[src/rtl/cpu_mem_responder.sv]
// cpu_mem_responder: memory-side responder for a single-cycle CPU.
// Port A is instruction fetch and port B is data read/write. Both share one
// DEPTH x DATA_W array, and reads return one cycle later. An internal FSM
// zeroes the array after reset (CLEAR) and accepts a byte-wide program load
// (LOAD). busy holds the CPU off while either mode is active.
//
// Loader handshake: a beat transfers on a rising edge where ld_valid and
// ld_ready are both high. ld_ready is high exactly while the FSM is in LOAD.
// ld_valid may be asserted without waiting for ld_ready. ld_addr and ld_data
// must be stable while ld_valid is high.
module cpu_mem_responder #(
  parameter int                ADDR_W   = 8,
  parameter int                DATA_W   = 8,
  parameter int                DEPTH    = 2 ** ADDR_W,
  parameter logic [DATA_W-1:0] NOP_WORD = '0
) (
  input  logic              clk,
  input  logic              rst,
  input  logic [ADDR_W-1:0] addr_a,
  output logic [DATA_W-1:0] instr_out,
  input  logic [ADDR_W-1:0] addr_b,
  input  logic              we_b,
  input  logic [DATA_W-1:0] write_data_b,
  output logic [DATA_W-1:0] data_out_b,
  input  logic              ld_mode,
  input  logic              ld_valid,
  input  logic [ADDR_W-1:0] ld_addr,
  input  logic [DATA_W-1:0] ld_data,
  output logic              ld_ready,
  output logic [ADDR_W:0]   ld_count,
  output logic              busy
);

  localparam logic [ADDR_W-1:0] CLR_LAST  = ADDR_W'(DEPTH - 1);
  localparam logic [ADDR_W:0]   COUNT_MAX = (ADDR_W + 1)'(DEPTH);

  typedef enum logic [1:0] {
    ST_CLEAR = 2'd0,
    ST_RUN   = 2'd1,
    ST_LOAD  = 2'd2
  } state_t;

  state_t            state_q;
  logic [ADDR_W-1:0] clr_ptr_q;
  logic              ld_pend_q;
  logic [DATA_W-1:0] instr_q;
  logic [DATA_W-1:0] data_b_q;
  logic              busy_q;
  logic              ld_ready_q;
  logic [ADDR_W:0]   ld_count_q;

  logic [DATA_W-1:0] mem_q [DEPTH];

  logic              mem_we_d;
  logic [ADDR_W-1:0] mem_waddr_d;
  logic [DATA_W-1:0] mem_wdata_d;
  logic              ld_accept_d;
  logic              collide_d;
  logic [DATA_W-1:0] rd_a_d;
  logic [DATA_W-1:0] rd_b_d;

  // A loader beat transfers only while LOAD is active.
  assign ld_accept_d = (state_q == ST_LOAD) && ld_valid && ld_ready_q;

  // Reads are write-first. A port B write in this cycle is forwarded to any
  // port that reads the same address.
  assign collide_d = we_b && (addr_a == addr_b);
  assign rd_a_d    = collide_d ? write_data_b : mem_q[addr_a];
  assign rd_b_d    = we_b ? write_data_b : mem_q[addr_b];

  // Select the single array write port: clear sweep, CPU store, or loader
  // beat. Reset blocks every write.
  always_comb begin
    mem_we_d    = 1'b0;
    mem_waddr_d = addr_b;
    mem_wdata_d = write_data_b;
    if (!rst) begin
      case (state_q)
        ST_CLEAR: begin
          mem_we_d    = 1'b1;
          mem_waddr_d = clr_ptr_q;
          mem_wdata_d = '0;
        end
        ST_RUN: begin
          mem_we_d = we_b;
        end
        ST_LOAD: begin
          mem_we_d    = ld_accept_d;
          mem_waddr_d = ld_addr;
          mem_wdata_d = ld_data;
        end
        default: mem_we_d = 1'b0;
      endcase
    end
  end

  // Shared storage array. It has no reset; the CLEAR sweep zeroes it.
  always_ff @(posedge clk) begin
    if (mem_we_d) begin
      mem_q[mem_waddr_d] <= mem_wdata_d;
    end
  end

  // Mode FSM with registered read data, busy, ld_ready and the load counter.
  always_ff @(posedge clk) begin
    if (rst) begin
      state_q    <= ST_CLEAR;
      clr_ptr_q  <= '0;
      ld_pend_q  <= 1'b0;
      instr_q    <= NOP_WORD;
      data_b_q   <= '0;
      busy_q     <= 1'b1;
      ld_ready_q <= 1'b0;
      ld_count_q <= '0;
    end else begin
      case (state_q)
        ST_CLEAR: begin
          instr_q   <= NOP_WORD;
          data_b_q  <= '0;
          clr_ptr_q <= clr_ptr_q + 1'b1;
          // A load request seen during the sweep is remembered for RUN.
          if (ld_mode) begin
            ld_pend_q <= 1'b1;
          end
          if (clr_ptr_q == CLR_LAST) begin
            state_q <= ST_RUN;
            busy_q  <= 1'b0;
          end
        end
        ST_RUN: begin
          if (ld_mode || ld_pend_q) begin
            // The store on this edge still lands; outputs go quiet for LOAD.
            state_q    <= ST_LOAD;
            busy_q     <= 1'b1;
            ld_ready_q <= 1'b1;
            ld_count_q <= '0;
            ld_pend_q  <= 1'b0;
            instr_q    <= NOP_WORD;
            data_b_q   <= '0;
          end else begin
            instr_q  <= rd_a_d;
            data_b_q <= rd_b_d;
          end
        end
        ST_LOAD: begin
          instr_q  <= NOP_WORD;
          data_b_q <= '0;
          if (ld_accept_d && (ld_count_q != COUNT_MAX)) begin
            ld_count_q <= ld_count_q + 1'b1;
          end
          // A beat on the exit cycle is still accepted above.
          if (!ld_mode) begin
            state_q    <= ST_RUN;
            busy_q     <= 1'b0;
            ld_ready_q <= 1'b0;
          end
        end
        default: begin
          state_q    <= ST_CLEAR;
          clr_ptr_q  <= '0;
          busy_q     <= 1'b1;
          ld_ready_q <= 1'b0;
        end
      endcase
    end
  end

  assign instr_out  = instr_q;
  assign data_out_b = data_b_q;
  assign busy       = busy_q;
  assign ld_ready   = ld_ready_q;
  assign ld_count   = ld_count_q;

endmodule

[config.mk]
export PLATFORM = sky130hd
export DESIGN_NAME = cpu_mem_responder
export DESIGN_NICKNAME = d
export VERILOG_FILES = /design/src/rtl/cpu_mem_responder.sv
export SDC_FILE = /design/constraint.sdc
export NUM_CORES = 2
export LEC_CHECK = 0
export BUFFER_PORTS_ARGS = -buffer_cell sky130_fd_sc_hd__buf_2
export CORE_ASPECT_RATIO = 1.1
export CORE_MARGIN = 1.5
export CORE_UTILIZATION = 56
export CTS_CLUSTER_SIZE = 12
export DETAILED_ROUTE_END_ITERATION = 10
export MAX_ROUTING_LAYER = met4
export PLACE_DENSITY = 0.75
export SLEW_MARGIN = 25
export SYNTH_ARGS = -nofsm -noshare
export SYNTH_HDL_FRONTEND = slang
export SYNTH_SLANG_ARGS = --single-unit
export TNS_END_PERCENT = 50
[constraint.sdc]
create_clock -name clk -period 11.28 [get_ports clk]
set_input_delay 1.692 -clock clk [delete_from_list [all_inputs] [get_ports clk]]
set_output_delay 1.692 -clock clk [all_outputs]
set_load 0.05 [all_outputs]
# [Yosys cells after proc, flatten, opt, wreduce, memory -nomap -nowiden]
# Memory sizes are Yosys's and may differ from the RTL's.
# Index checks and enable logic that the tools add are counted.
[totals] memories=1 elab_cells=67 ram_bits=2048 input_bits=45 ff_bits=38
[op_classes] eq_ne=10 bitwise_logic=1 n_addsub=2 reduce_logical=15 muxes=30
[mem_list] name="mem_q" words=256 word_bits=8 rd=2 rd_clocked_by_memory_dff=0 write_ports=1 line="52" rtl="logic [DATA_W-1:0] mem_q [DEPTH];"
[ops] op="one-hot mux 8 bit (2 select lines)" count=5
[ops] op="2-to-1 mux 8 bit" count=6
[ops] op="2-to-1 mux 9 bit" count=2
[ops] op="one-hot mux 9 bit (2 select lines)" count=1
[ops] op="AND reduction 3 bit" count=4
[ops] op="adder 9 x 1 -> 9 bit, second input constant" count=1
[ops] op="!= test 9 bit, second input constant" count=1
[ops] op="one-hot mux 1 bit (3 select lines)" count=3
[ops] op="adder 8 x 1 -> 8 bit, second input constant" count=1
[ops] op="== test 8 bit" count=1
[ops] op="== test 8 bit, second input constant" count=1
[ops] op="2-to-1 mux 1 bit" count=8
[ops] op="!= test 2 bit, second input constant" count=4
[ops] op="2-to-1 mux 2 bit" count=3
[ops] op="one-hot mux 2 bit (3 select lines)" count=1
[ops] op="nonzero test 2 bit" count=3
[ops] op="logical AND 1 bit" count=4
[ops] op="OR reduction 2 bit" count=2
[ops] op="== test 2 x 1 -> 1 bit, second input constant" count=1
[ops] op="== test 2 bit, second input constant" count=1
[ops] op="zero test 2 bit" count=1
[ops] op="!= test 2 x 1 -> 1 bit, second input constant" count=1
[ops] op="one-hot mux 1 bit (2 select lines)" count=1
[ops] op="logical OR 1 bit" count=1
[ops] op="NOT 1 bit" count=1

# [Longest topological paths before layout]
[depth] ltp_word=7 depth_mapped=13

# [Least setup slack after synthesis]
# No wires, ideal clock.
[synth_timing] path_kind="input to register" start="input port rst" end="memory mem_q[0][0] (data pin)" arrival_time_ns=5.712 required_ns=10.415 n_path_buf=3 path_slack_ns=4.704 stages=5 cell_sequence="clkbuf_1 -> buf_1 -> nor2b_1 -> buf_1 -> a22o_1"
[synth_between] elab_chain_len=1
[synth_rtl] element="from (decl)" line="18" rtl="input logic rst,"
[synth_rtl] element="2-to-1 mux 8 bit" line="77" rtl="if (!rst) begin"
[synth_rtl] element="named net mem_wdata_d[0]" line="56" rtl="logic [DATA_W-1:0] mem_wdata_d;"
[synth_rtl] element="to (decl)" line="52"
# The timed path passes the listed nets, and every way through them passes these cells.

# [Worst setup path after layout]
[layout_timing] start="register state_q[0]" end="memory mem_q[184][5], enable pin"
[layout_between] elab_chain_len=7
[layout_rtl] element="from (decl)" line="43" rtl="state_t state_q;"
[layout_rtl] element="from (signal assigned)" line="107" rtl="state_q <= ST_CLEAR;"
[layout_rtl] element="from (signal assigned)" line="126" rtl="state_q <= ST_RUN;"
[layout_rtl] element="from (signal assigned)" line="133" rtl="state_q <= ST_LOAD;"
[layout_rtl] element="== test 2 bit" line="63, 78"
[layout_rtl] element="logical AND 1 bit (2 in a row)" line="63" rtl="assign ld_accept_d = (state_q == ST_LOAD) && ld_valid && ld_ready_q;"
[layout_rtl] element="one-hot mux 1 bit (3 select lines)" line="78" rtl="case (state_q)"
[layout_rtl] element="2-to-1 mux 1 bit" line="77"
[layout_rtl] element="2-to-1 mux 1 bit" line="99" rtl="if (mem_we_d) begin"
[layout_rtl] element="2-to-1 mux 1 bit (not written as such)" line="100" rtl="mem_q[mem_waddr_d] <= mem_wdata_d;"
# Several ways; a longest one is shown, not always the timed one.

==> results by group <==
CTS
  • Clock buffer count from CTS: ~210
  • Sink Count: roughly 2100
  • Number of buffers inserted to repair setup after CTS: 0
  • Cell chosen for the clock root: clkbuf_16
  • Insertion delay to the later sink of the worst-skew pair: between 0.8 and 0.9 ns
  • Number of levels the H-tree was split into: 4
  • Clock-pin slew of the registers on the worst-case setup and hold paths: roughly 0.060 ns
  • Cells resized by post-CTS repair: 0
  • Post-cts hold buffer count: 0
  • Clock tree from TritonCTS: done
  • Buffer depth of the longest clock path: 3

Global route
  • GRT met2 Usage: roughly 53%
  • Pin count of the biggest net entering global routing: between 200 and 250
  • Overall Global Routing Usage: a little under two fifths
  • Met1 track demand over resource in global routing: roughly 47%
  • Vias in the first global route: roughly 59000
  • Congestion Overflow GR: 0
  • Routing layer with the top usage in global route: met2
  • Number of antenna violations at the first check in global routing: 28
  • Wire length of the first global-routing pass: approximately 450 mm
  • Global Route met3 Usage: between 10 and 15%

Synth
  • Yosys warning total: 0
  • Number of flops mapped to enable cells by yosys: just over 2000
  • Register bit count reported by yosys: around 2100
  • Synthesized netlist cell count: between 5000 and 6000
  • Yosys cell types: a little under 80
  • Area of the mapped netlist: 99290 µm²
  • Seq/Total Area, Yosys: 62.71%
  • Net count of the mapped netlist: 5442
  • Post-Syn Area per Cell: 18.43 µm²
  • Most used flip-flop cell after synthesis: edfxtp_1
  • FFs w/ async S/R, synth: 0%

Floorplanning
  • Starting Density: 56.52%
  • Total die area: 179800 µm²
  • Std cell rows: 161
  • Die H: roughly 440 µm
  • I/O Pins: 72
  • Standard cell core area: around 180000 µm²
  • Chip width: between 400 and 500 µm

Min path
  • Worst hold-check path type: flop to flop
  • Hold path startpoint: busy$_SDFFE_PP1P_

Setup path
  • Launch point of the critical path: state_q[0]$_SDFFE_PP0P_
  • Endpoint required time on the critical path: about 12 ns
  • Worst-path fanout max: 17
  • Critical setup path kind: flop to flop
  • Launch point of the worst reg-to-reg path: state_q[0]$_SDFFE_PP0P_
  • Critical path arrival: around 6 ns
  • Crit. End Element: flop
  • Startpoint Class: flop

Place
  • Sum of net half-perimeters after detailed placement: approximately 210 mm
  • Buffers on Ports: between 70 and 80
  • Last weighted congestion value of the routability-driven placer: between 1 and 1.5

Run status
  • Outcome: complete, no violations

Detailed routing
  • Per-cell via count in the routed design: 7.636
  • DRC: 0
  • Via Count: just over 60000
  • Initial drt markers: between 10000 and 15000
  • Post-DRT Antenna Nets: 0
  • Length of the first detailed-routing pass in iterations: 8
  • Wirelength per Cell: approximately 41 µm
  • Routed Wire Length: between 300 and 400 mm

Power
  • Power per unit of standard cell area: roughly 160 nW/µm²
  • Total chip power: ~0.017 W
  • VDD IR max: about 0.19 mV
  • Total leakage power: between 30 and 40 nW

STA
  • Post-route clock period utilization: about half
  • Final-layout worst hold slack: between 0.4 and 0.5 ns
  • RSZ-0062 raised after global routing: false
  • Relative max-transition margin: 19.41%
  • Top achievable clock speed: approximately 180 MHz
  • Min Clock Period, post-route: 5.591 ns
  • Slew at the pin closest to its max-slew limit: between 1 and 1.5 ns
  • Worst Skew: roughly 0.044 ns
  • Final setup violation count: 0
  • Final total negative setup slack: 0 ns
  • Max-slew violation total from the final report: 0
  • Fin. Hold Viols: 0

Cells and area
  • Share of layout cells above drive strength 1: 28.66%
  • Area growth syn-to-layout: 8.519%
  • Final #Nets: between 5000 and 6000
  • Commonest non-fill, non-tap cell in the layout: edfxtp_1
  • Highest-count cells in the layout ignoring fill and taps: 2048 x edfxtp_1, 999 x mux4_2, 352 x nor2_1

Run
  • Number of max-cap violations: 0
[Yosys cell counts, drive strengths merged (20+ instances only)]
cell type | n | area (µm²)
mux2i | 285 | 2853
nor2b | 52 | 325.3
a31oi | 24 | 150.1
nand2b | 23 | 143.9
a22oi | 30 | 225.2
nor3 | 36 | 185.2
mux4 | 999 | 22500
inv | 21 | 78.82
dfxtp | 38 | 760.7
o21ai | 84 | 420.4
nand3 | 73 | 365.4
buf | 286 | 2097
nor2 | 377 | 1415
mux2 | 62 | 698.2
edfxtp | 2048 | 61500
o22ai | 106 | 663.1
a21oi | 88 | 440.4
o221ai | 53 | 464.2
a211oi | 40 | 300.3
clkbuf | 137 | 514.2
nand2 | 239 | 897.1
a221oi | 20 | 187.7
[final timing paths]
path | slack (ns) | to | depth (start not counted)
max | 5.69 | mem_q[184][5]$_DFFE_PP_ | 10
min | 0.48 | busy$_SDFFE_PP1P_ | 1
max reg2reg | 5.69 | mem_q[184][5]$_DFFE_PP_ | 10
min reg2reg | 0.48 | busy$_SDFFE_PP1P_ | 1
[cells by family (layout without fill, tap and decap cells)]
logic type,count (synthesis),after routing,synth area share (%)
flops,2086,2086,62.71
mux,1346,1346,26.24
other cells,0,38,0
fa+ha+maj,9,9,0.1134
buf+inv,445,577,2.713
compound gates,571,571,3.955
simple gates,914,914,4.123
xor+xnor,17,17,0.1500
[report_power, final]
part	total (W)	internal, W	switching [W]
logic	0.00185	0.000564	0.00128
clock network	0.00647	0.00348	0.00298
registers	0.00872	0.00870	0.0000249
[sequential cells by signal, indices dropped and copies added (netlist names)]
name and count:
mem_q 2048, ld_count 9, clr_ptr_q 8, data_out_b 8
instr_out 8, state_q 2, busy 1, ld_pend_q 1
ld_ready 1
[critical path: stages, from the launching register on]
cell     delay (ns)
dfxtp_1        0.36
inv_1          0.12
ha_1           0.78
nor2_1         0.45
or2_2          0.63
nand2_1        0.25
o21ai_0        0.15
nor2_1         0.52
nand3_1        0.67
buf_4          0.48
nor2_1         0.76
[metrics by stage]
| stage | utilization [%] | setup slack [ns] | instances | area, µm² |
|---|---|---|---|---|
| after global placement | 57.70 | 4.961 | 7537 | 101400 |
| after floorplan | - | 4.704 | 5388 | 99290 |
| after global routing | 61.32 | 5.565 | 7908 | 107700 |
| after detailed placement | 57.78 | 5.227 | 7540 | 101500 |
| after CTS | 61.23 | 5.926 | 7881 | 107600 |
| final | 61.34 | 5.689 | 7921 | 107700 |
[layer usage]
metal	vias to the layer above	wire length [µm]	part of all wire, %
li1	22790	-	-
met1	31200	107000	33
met2	5419	144900	44
met3	1076	51180	16
met4	0	22740	7.0
met5	-	0	0
[area by class of cell]
class                   count  area (µm²)
diodes                     38       95.09
clock buffers             268        5461
clock inverters            73       606.8
fillers                 12300       67920
inverters                  22       85.08
multi-input cells        2857       34510
flip-flops and latches   2086       62260
well taps                2363        2957
repair buffers            214        1764
(Power assumes the default switching activity.)
